## config.mk

```make
export PLATFORM = sky130hd
export DESIGN_NAME = stream_demux_flat
export DESIGN_NICKNAME = d
export VERILOG_FILES = /design/src/rtl/stream_demux_if.sv /design/src/rtl/stream_demux.sv /design/src/flat_wrapper.sv
export SDC_FILE = /design/constraint.sdc
export NUM_CORES = 1
export LEC_CHECK = 0
export BUFFER_PORTS_ARGS = -buffer_cell sky130_fd_sc_hd__buf_4
export CAP_MARGIN = 20
export CORE_MARGIN = 2
export CORE_UTILIZATION = 37
export DETAILED_ROUTE_END_ITERATION = 7
export PLACE_DENSITY = 0.71
export SYNTH_ARGS = -nofsm -noshare
export SYNTH_HDL_FRONTEND = slang
export SYNTH_SLANG_ARGS = --single-unit
```

## constraint.sdc

```tcl
create_clock -name clk -period 1.5 [get_ports clk]
set_input_delay 0.15 -clock clk [delete_from_list [all_inputs] [get_ports clk]]
set_output_delay 0.15 -clock clk [all_outputs]
set_load 0.05 [all_outputs]
```

## src/rtl/stream_demux_if.sv

```systemverilog
`default_nettype none
// ============================================================================
// Module      : stream_demux_if
// Description : Handshake bundle for stream_demux. One input stream and
//               N_OUT output channels that share a data/last bus.
// Revision    : 1.0 - initial release
// ============================================================================
interface stream_demux_if #(
    parameter int DATA_W = 8,
    parameter int N_OUT  = 8
);
    localparam int SEL_W = ($clog2(N_OUT) > 1) ? $clog2(N_OUT) : 1;

    logic [DATA_W-1:0] in_data;
    logic [SEL_W-1:0]  in_sel;
    logic              in_last;
    logic              in_valid;
    logic              in_ready;
    logic [DATA_W-1:0] out_data;
    logic              out_last;
    logic [N_OUT-1:0]  out_valid;
    logic [N_OUT-1:0]  out_ready;
    logic [7:0]        drop_cnt;
    logic              busy;

    modport master (
        output in_data, in_sel, in_last, in_valid, out_ready,
        input  in_ready, out_data, out_last, out_valid, drop_cnt, busy
    );

    modport slave (
        input  in_data, in_sel, in_last, in_valid, out_ready,
        output in_ready, out_data, out_last, out_valid, drop_cnt, busy
    );
endinterface
`default_nettype wire

```

## src/rtl/stream_demux.sv

```systemverilog
`default_nettype none
// ============================================================================
// Module      : stream_demux
// Description : Packet demultiplexer. The first beat's select locks the
//               destination channel for the whole packet; out-of-range
//               packets are discarded and counted.
// Revision    : 1.0 - initial release
// ============================================================================
module stream_demux #(
    parameter int DATA_W = 8,
    parameter int N_OUT  = 8
) (
    input  wire logic      clk,
    input  wire logic      rst_n,
    stream_demux_if.slave  bus
);
    localparam int SEL_W = ($clog2(N_OUT) > 1) ? $clog2(N_OUT) : 1;
    localparam logic [SEL_W:0] c_n_out = (SEL_W + 1)'(N_OUT);

    typedef enum logic [1:0] {
        IDLE = 2'd0,
        FWD  = 2'd1,
        DROP = 2'd2
    } state_t;

    state_t            r_state;
    state_t            w_state_nxt;
    logic              r_full;
    logic [DATA_W-1:0] r_data;
    logic              r_last;
    logic [SEL_W-1:0]  r_ch;
    logic [7:0]        r_drop_cnt;

    logic              w_in_range;
    logic              w_release;
    logic              w_in_ready;
    logic              w_accept;
    logic              w_fwd;
    logic              w_drop_new;
    logic [N_OUT-1:0]  w_out_valid;

    // One extra bit so the compare is meaningful even when N_OUT is 2**SEL_W.
    assign w_in_range = ({1'b0, bus.in_sel} < c_n_out);

    for (genvar gi = 0; gi < N_OUT; gi++) begin : g_out_valid
        assign w_out_valid[gi] = r_full && (r_ch == SEL_W'(gi));
    end

    // Only the held channel has a valid bit, so other ready bits fall out here.
    assign w_release  = |(w_out_valid & bus.out_ready);
    assign w_in_ready = rst_n && ((r_state == DROP) || !r_full || w_release);
    assign w_accept   = bus.in_valid && w_in_ready;

    always_ff @(posedge clk or negedge rst_n) begin
        if (!rst_n) begin
            r_state <= IDLE;
        end else begin
            r_state <= w_state_nxt;
        end
    end

    always_comb begin
        w_state_nxt = r_state;
        w_fwd       = 1'b0;
        w_drop_new  = 1'b0;
        case (r_state)
            IDLE: begin
                if (w_accept) begin
                    if (w_in_range) begin
                        w_fwd = 1'b1;
                        if (!bus.in_last) w_state_nxt = FWD;
                    end else begin
                        w_drop_new = 1'b1;
                        if (!bus.in_last) w_state_nxt = DROP;
                    end
                end
            end
            FWD: begin
                if (w_accept) begin
                    w_fwd = 1'b1;
                    if (bus.in_last) w_state_nxt = IDLE;
                end
            end
            DROP: begin
                if (w_accept && bus.in_last) w_state_nxt = IDLE;
            end
            default: w_state_nxt = IDLE;
        endcase
    end

    // A forwarded beat overrides a same-cycle release: the register stays full.
    always_ff @(posedge clk or negedge rst_n) begin
        if (!rst_n) begin
            r_full <= 1'b0;
            r_data <= '0;
            r_last <= 1'b0;
            r_ch   <= '0;
        end else if (w_fwd) begin
            r_full <= 1'b1;
            r_data <= bus.in_data;
            r_last <= bus.in_last;
            if (r_state == IDLE) r_ch <= bus.in_sel;
        end else if (w_release) begin
            r_full <= 1'b0;
        end
    end

    always_ff @(posedge clk or negedge rst_n) begin
        if (!rst_n) begin
            r_drop_cnt <= 8'd0;
        end else if (w_drop_new && (r_drop_cnt != 8'hFF)) begin
            r_drop_cnt <= r_drop_cnt + 8'd1;
        end
    end

    assign bus.in_ready  = w_in_ready;
    assign bus.out_data  = r_data;
    assign bus.out_last  = r_last;
    assign bus.out_valid = w_out_valid;
    assign bus.drop_cnt  = r_drop_cnt;
    assign bus.busy      = (r_state != IDLE) || r_full;

endmodule
`default_nettype wire
```

## src/flat_wrapper.sv

```systemverilog
// flat-port wrapper written by rule: the top's interface ports become plain ports
module stream_demux_flat 
#(
    parameter int DATA_W = 8,
    parameter int N_OUT  = 8
)
  (clk, rst_n, bus_in_data, bus_in_sel, bus_in_last, bus_in_valid, bus_out_ready, bus_in_ready, bus_out_data, bus_out_last, bus_out_valid, bus_drop_cnt, bus_busy);
  stream_demux_if #(.DATA_W(DATA_W), .N_OUT(N_OUT)) bus_i ();
  input  wire logic clk;
  input  wire logic rst_n;
  input wire logic [$bits(bus_i.in_data)-1:0] bus_in_data;
  input wire logic [$bits(bus_i.in_sel)-1:0] bus_in_sel;
  input wire logic [$bits(bus_i.in_last)-1:0] bus_in_last;
  input wire logic [$bits(bus_i.in_valid)-1:0] bus_in_valid;
  input wire logic [$bits(bus_i.out_ready)-1:0] bus_out_ready;
  output wire logic [$bits(bus_i.in_ready)-1:0] bus_in_ready;
  output wire logic [$bits(bus_i.out_data)-1:0] bus_out_data;
  output wire logic [$bits(bus_i.out_last)-1:0] bus_out_last;
  output wire logic [$bits(bus_i.out_valid)-1:0] bus_out_valid;
  output wire logic [$bits(bus_i.drop_cnt)-1:0] bus_drop_cnt;
  output wire logic [$bits(bus_i.busy)-1:0] bus_busy;
  assign bus_i.in_data = bus_in_data;
  assign bus_i.in_sel = bus_in_sel;
  assign bus_i.in_last = bus_in_last;
  assign bus_i.in_valid = bus_in_valid;
  assign bus_i.out_ready = bus_out_ready;
  assign bus_in_ready = bus_i.in_ready;
  assign bus_out_data = bus_i.out_data;
  assign bus_out_last = bus_i.out_last;
  assign bus_out_valid = bus_i.out_valid;
  assign bus_drop_cnt = bus_i.drop_cnt;
  assign bus_busy = bus_i.busy;
  stream_demux #(.DATA_W(DATA_W), .N_OUT(N_OUT)) u_core (.clk(clk), .rst_n(rst_n), .bus(bus_i));
endmodule
```

==> impl_metrics.ini, run 1 <==
[global_route]
grt.total_usage_pct = 17.2
grt_pass1_wl_um = 3300
grt_pass1_vias = 755
grt-ovfl-total = 0
grt_max_degree = 16
antenna_found_initial = 0

[cts]
clk_latency_ps = 270
cts_made_buffers = 3
htreeDepth = 1
cts_buffer_depth = 2
cts_tree = yes
cts.clk_slew.worst_paths_ps = 90
clock-sinks = 14
clock-root-buffer = clkbuf_4

[worst_setup_path]
critPathBufInv = 1
crit_chain = mux2i_2, o32ai_4, or2_4, and2_4, buf_8
rrSetupSlack_ps = -270
startpoint = u_core.r_ch[2]
worstSetupPathDepth = 5
critPathRequiredTime_ps = 1350
cp-endpoint = bus_in_ready
end_kind = output pin
cp_slowest_cell = dfrtp_2
worstSetupPathType = register to output pin
startpoint_type = register
reg2reg_from = u_core.r_ch[0]
cpLargestDelayFamily = flip-flops
worstPathArrival_ps = 1700
r2r_cells = 6
r2r-end = u_core.bus.out_data[2]
crit_path_max_incr_delay_ps = 460
worst-path-max-fanout = 6

[synthesis]
ys_types = 22
seq_area_frac_synth_pct = 43.6
synth_top_area_share_pct = 43.6
synth-edff-count = 0
synth_area_leaders = dfrtp_1, mux2_4, buf_4
async_flop_share_pct = 100
synth_warnings = 0
synthesis.instances = 69
synthesis.area_um2 = 803
synth_seq_cells = 14
syn-mean-instance-area_um2 = 11.6
synthFlopType = dfrtp_1
synth_top_area_cell = dfrtp_1

[floorplanning]
design.die.area_um2 = 2560
rows = 16
initial_utilization_pct = 40.1
dieWidth_um = 50.6
io_pins = 50
coreArea_um2 = 2000
fp.dieH_um = 50.6

[timing]
finalHoldViolations = 0
post-route-period-util_pct = 123
fin_hold_ws_ps = 52.3
period_minus_slack_ps = 1850
max_freq_mhz = 541
fin_ws_ps = -348
finalMaxSlewViolations = 0
fin_tns_setup_ps = -3960
finalSetupViolations = 19
rsz0062_at_grt = yes
skew_ps = 2.74

[finish]
fin_cells = 157
syn_to_final_growth_pct = 87.2
drive_gt1_share_pct = 74.6
utilization_pct = 75.1
antenna_cells = 0
nets = 154

[drt]
vias_per_cell = 4.61
routed_wl_um = 2180
routedWlPerCell_um = 13.9
ant_nets = 0
num_vias = 724
drcViolationCount = 0
first_pass_iters = 3
drt_iter0_drc = 3

[placed_design]
place_congestion = 0.744
pre_cts_ws_ps = -245
dp_cells = 145
dp_hpwl_um = 1490
io_buffers = 41

[pwr]
ir_worst_vdd_mv = 1.79
power_density_nw_per_um2 = 2500
cellLeakagePower_nw = 0.751

[run_status]
status = complete, but fails checks
violations = negative setup slack

[worst_hold_path]
hold_path.class = input pin to register

[run]
max_cap_violations = 0
-- where the power goes --
group          total, mW  internal, mW  switching (mW)
Sequential         0.736         0.573           0.163
Combinational       2.76          1.23            1.53
Clock              0.264         0.147           0.117
-- layout make-up --
type                    instances  area (µm²)
clock buffers                   4        36.3
flip-flops and latches         14         352
fillers                       140         498
repair buffers                 60         529
inverters                       2        7.51
multi-input cells              50         546
well taps                      27        33.8
-- sequential cells by signal, summed over array words and instances (netlist names) --
| register | count |
|---|---|
| u_core.bus.out_data | 8 |
| u_core.r_state | 1 |
| u_core.bus.out_last | 1 |
| u_core.r_ch | 3 |
| u_core.r_full | 1 |
-- worst min path at each step --
| stage | endpoint | startpoint | depth (start not counted) | slack (ps) |
|---|---|---|---|---|
| after floorplan | u_core.bus.out_data[0] | rst_n | 0 | -150 |
| after global placement | u_core.bus.out_data[2] | rst_n | 2 | 100 |
| after detailed placement | u_core.bus.out_data[0] | rst_n | 2 | 110 |
| after CTS | u_core.r_state[0] | bus_in_last | 2 | 40 |
| after global routing | u_core.r_state[0] | bus_in_last | 2 | 30 |
| final | u_core.r_state[0] | bus_in_last | 2 | 50 |
-- per-stage QoR --
| stage | area [µm²] | power [mW] |
|---|---|---|
| floorplan | 855 | 2.18 |
| global placement | 1210 | 2.79 |
| detailed placement | 1210 | 2.84 |
| CTS | 1390 | 3.48 |
| global route | 1500 | 3.95 |
| finish | 1500 | 3.76 |
-- layout by cell type, fill, tap and decap left out --
cell	n
nand2_4	2
o21ai_4	1
or2b_4	1
clkbuf_4	3
buf_4	43
and2_4	1
o221ai_2	1
conb_1	8
inv_1	2
mux2i_1	3
dfrtp_1	13
nand2_1	4
dlygate4sd3_1	1
o21bai_4	1
a32o_1	1
buf_6	13
dfrtp_2	1
buf_8	2
o32ai_4	1
clkbuf_8	1
nand2b_4	2
nor2_4	6
or3b_4	1
nor3_4	2
mux2i_2	2
mux2_2	1
mux2_4	10
buf_12	1
or2_4	1
nor2_1	1
-- cells in the mapped netlist, types with 2 or more instances --
cell type  number
nand2b_1        2
nor3_1          2
nor2_1          7
buf_4           8
nand2_1         6
mux2i_1         5
dfrtp_1        14
inv_1           2
mux2_4          9
mux2_2          2
-- cell families (layout without fill, tap and decap cells) --
family,after synthesis,in the layout,synth area share [%]
compound gates,5,5,7.16
buf+inv,12,66,10.4
flops,14,14,43.6
mux,16,16,25.9
other cells,1,8,0.467
simple gates,21,21,12.5
-- metal layers --
layer	part of all wire [%]	vias up	global-route usage, %
met3	7.5	4	5.36
met1	36	343	19.4
met5	0	-	0
li1	-	338	-
met4	2.0	0	6.31
met2	54	39	30.3
-- timing repair --
item                                    CTS  global route
hold endpoints to repair                 14             0
resized for setup                        23            22
pin swaps                                 5             4
buffers inserted                          5             3
endpoints found under the setup margin   20            22
hold buffers                              1             0
Power figures use the tool's default switching activity.
==> run 2: changes to the inputs <==
- CORE_ASPECT_RATIO: not set -> 0.6
==> impl_metrics.ini, run 2 (synthesis gave the netlist of run 1 again) <==
[pwr]
ir_worst_vdd_mv = 1.34
p_int_mw = 2.00
switching_share_pct = 48.1
p_seq_share_pct = 19.5
p_total_mw = 3.87
comb_power_share_pct = 73.3
clkPwrFrac_pct = 7.2
power_density_nw_per_um2 = 2570
switchingPower_mw = 1.86
cellLeakagePower_nw = 0.748

[global_route]
grt_max_degree = 15
grt.total_usage_pct = 19.5
grt_pass1_vias = 697
grt-ovfl-total = 0
grt_pass1_wl_um = 3620
antenna_found_initial = 0

[timing]
fin_ws_ps = -373
finalHoldViolations = 0
finalMaxSlewViolations = 0
fin_hold_ws_ps = 38.6
finalSetupViolations = 23
period_minus_slack_ps = 1870
skew_ps = 4.95
rsz0062_at_grt = yes
post-route-period-util_pct = 125
tightest_slew_ps = 667
max_slew_margin_pct = 55.4
max_freq_mhz = 534

[finish]
fin_cells = 161
nets = 155
syn_to_final_growth_pct = 86.9
final_common_cell = buf_4
largest_reg_flops = 8
mostFrequentLayoutCells = buf_4, buf_6, dfrtp_1, mux2_4, conb_1
drive_gt1_share_pct = 74.8
antenna_cells = 0

[floorplanning]
dieWidth_um = 64.2
coreArea_um2 = 2110
fp.dieH_um = 40.1
io_pins = 50
design.die.area_um2 = 2570
initial_utilization_pct = 38.0
rows = 13

[worst_setup_path]
critPathRequiredTime_ps = 1350
worstSetupPathType = register to output pin
cp-endpoint = bus_in_ready
r2r-end = u_core.r_ch[1]
r2r_cells = 7
reg2reg_from = u_core.r_ch[2]
rrSetupSlack_ps = -360
end_kind = output pin
startpoint = u_core.r_ch[2]
worstPathArrival_ps = 1720
startpoint_type = register
worst-path-max-fanout = 5

[drt]
drcViolationCount = 0
first_pass_iters = 4
vias_per_cell = 4.46
drt_iter0_drc = 58
ant_nets = 0
routed_wl_um = 2550
routedWlPerCell_um = 15.8
num_vias = 718

[cts]
cts_made_buffers = 3
cts.clk_slew.worst_paths_ps = 90
clock-sinks = 14
htreeDepth = 1
cts_tree = yes
clock-root-buffer = clkbuf_4
clk_latency_ps = 290
cts_buffer_depth = 2

[placed_design]
io_buffers = 41
dp_cells = 145
place_congestion = 0.788
dp_hpwl_um = 1480
pre_cts_ws_ps = -283

[run_status]
violations = negative setup slack
status = complete, but fails checks

[worst_hold_path]
hold_path.class = input pin to register

[run]
max_cap_violations = 0
[run 2: changes by cell type in the layout (fill, tap and decap cells not counted)]
cell,before,now
nand2_2,0,2
nor2_2,0,2
nor2_4,6,4
buf_4,43,44
mux2_2,1,0
mux2_4,10,11
mux2i_2,2,1
mux2i_4,0,1
nand2_1,4,3
nand2_4,2,1
nand2b_1,0,1
nand2b_4,2,1
nor3_2,0,1
nor3_4,2,1
[run 2: worst max-delay path: stages (launching register included)]
cell and delay [ps]:
dfrtp_2 490, mux2i_1 260, o221ai_2 130, or2_4 270, and2_4 140, buf_8 140
[run 2: repair_timing]
action / 4_1_cts / 5_1_grt
setup endpoints to repair: 20 / 23
pin swaps: 6 / 1
hold buffers: 1 / 0
gates resized for setup: 38 / 6
endpoints found under the hold margin: 14 / 0
setup buffers: 10 / 2
[run 2: cell type report]
class	instances	area, µm²
clock buffers	4	36.3
fillers	139	613
inverters	2	7.51
multi-input cells	50	532
flip-flops and latches	14	352
well taps	30	37.5
repair buffers	61	537
[run 2: power groups by stage]
stage / Combinational [mW] / Sequential, mW / Clock [mW]
6_report: 2.83 / 0.754 / 0.279
5_1_grt: 2.96 / 0.773 / 0.302
4_1_cts: 2.70 / 0.731 / 0.284
3_5_place_dp: 2.05 / 0.733 / 0
3_3_place_gp: 2.02 / 0.723 / 0
2_1_floorplan: 1.04 / 1.14 / 0
[run 2: per-layer routing]
layer,routed length [µm],vias to the layer above,global-route usage (%)
met2,1320,25,33.9
met3,120,0,4.49
li1,-,343,-
met4,0,0,3.19
met5,0,-,0
met1,1100,350,26.1
[run 2: per-stage QoR]
stage	utilization, %	area [µm²]	TNS, ps
6_report	71.0	1500	-5270
4_1_cts	69.7	1470	-4330
3_5_place_dp	56.4	1190	-3160
2_1_floorplan	-	855	-1050
5_1_grt	71.0	1500	-6560
3_3_place_gp	56.4	1190	-2510
[run 2: how the worst min path moves through the flow]
stage | from | endpoint | slack (ps) | cells past startpoint
after floorplan | rst_n | u_core.bus.out_data[0] | -150 | 0
after global placement | rst_n | u_core.bus.out_data[4] | 110 | 2
after detailed placement | rst_n | u_core.bus.out_data[1] | 120 | 2
after CTS | bus_in_last | u_core.r_state[0] | 30 | 2
after global routing | bus_in_last | u_core.r_state[0] | 40 | 2
final | bus_in_last | u_core.r_state[0] | 40 | 2
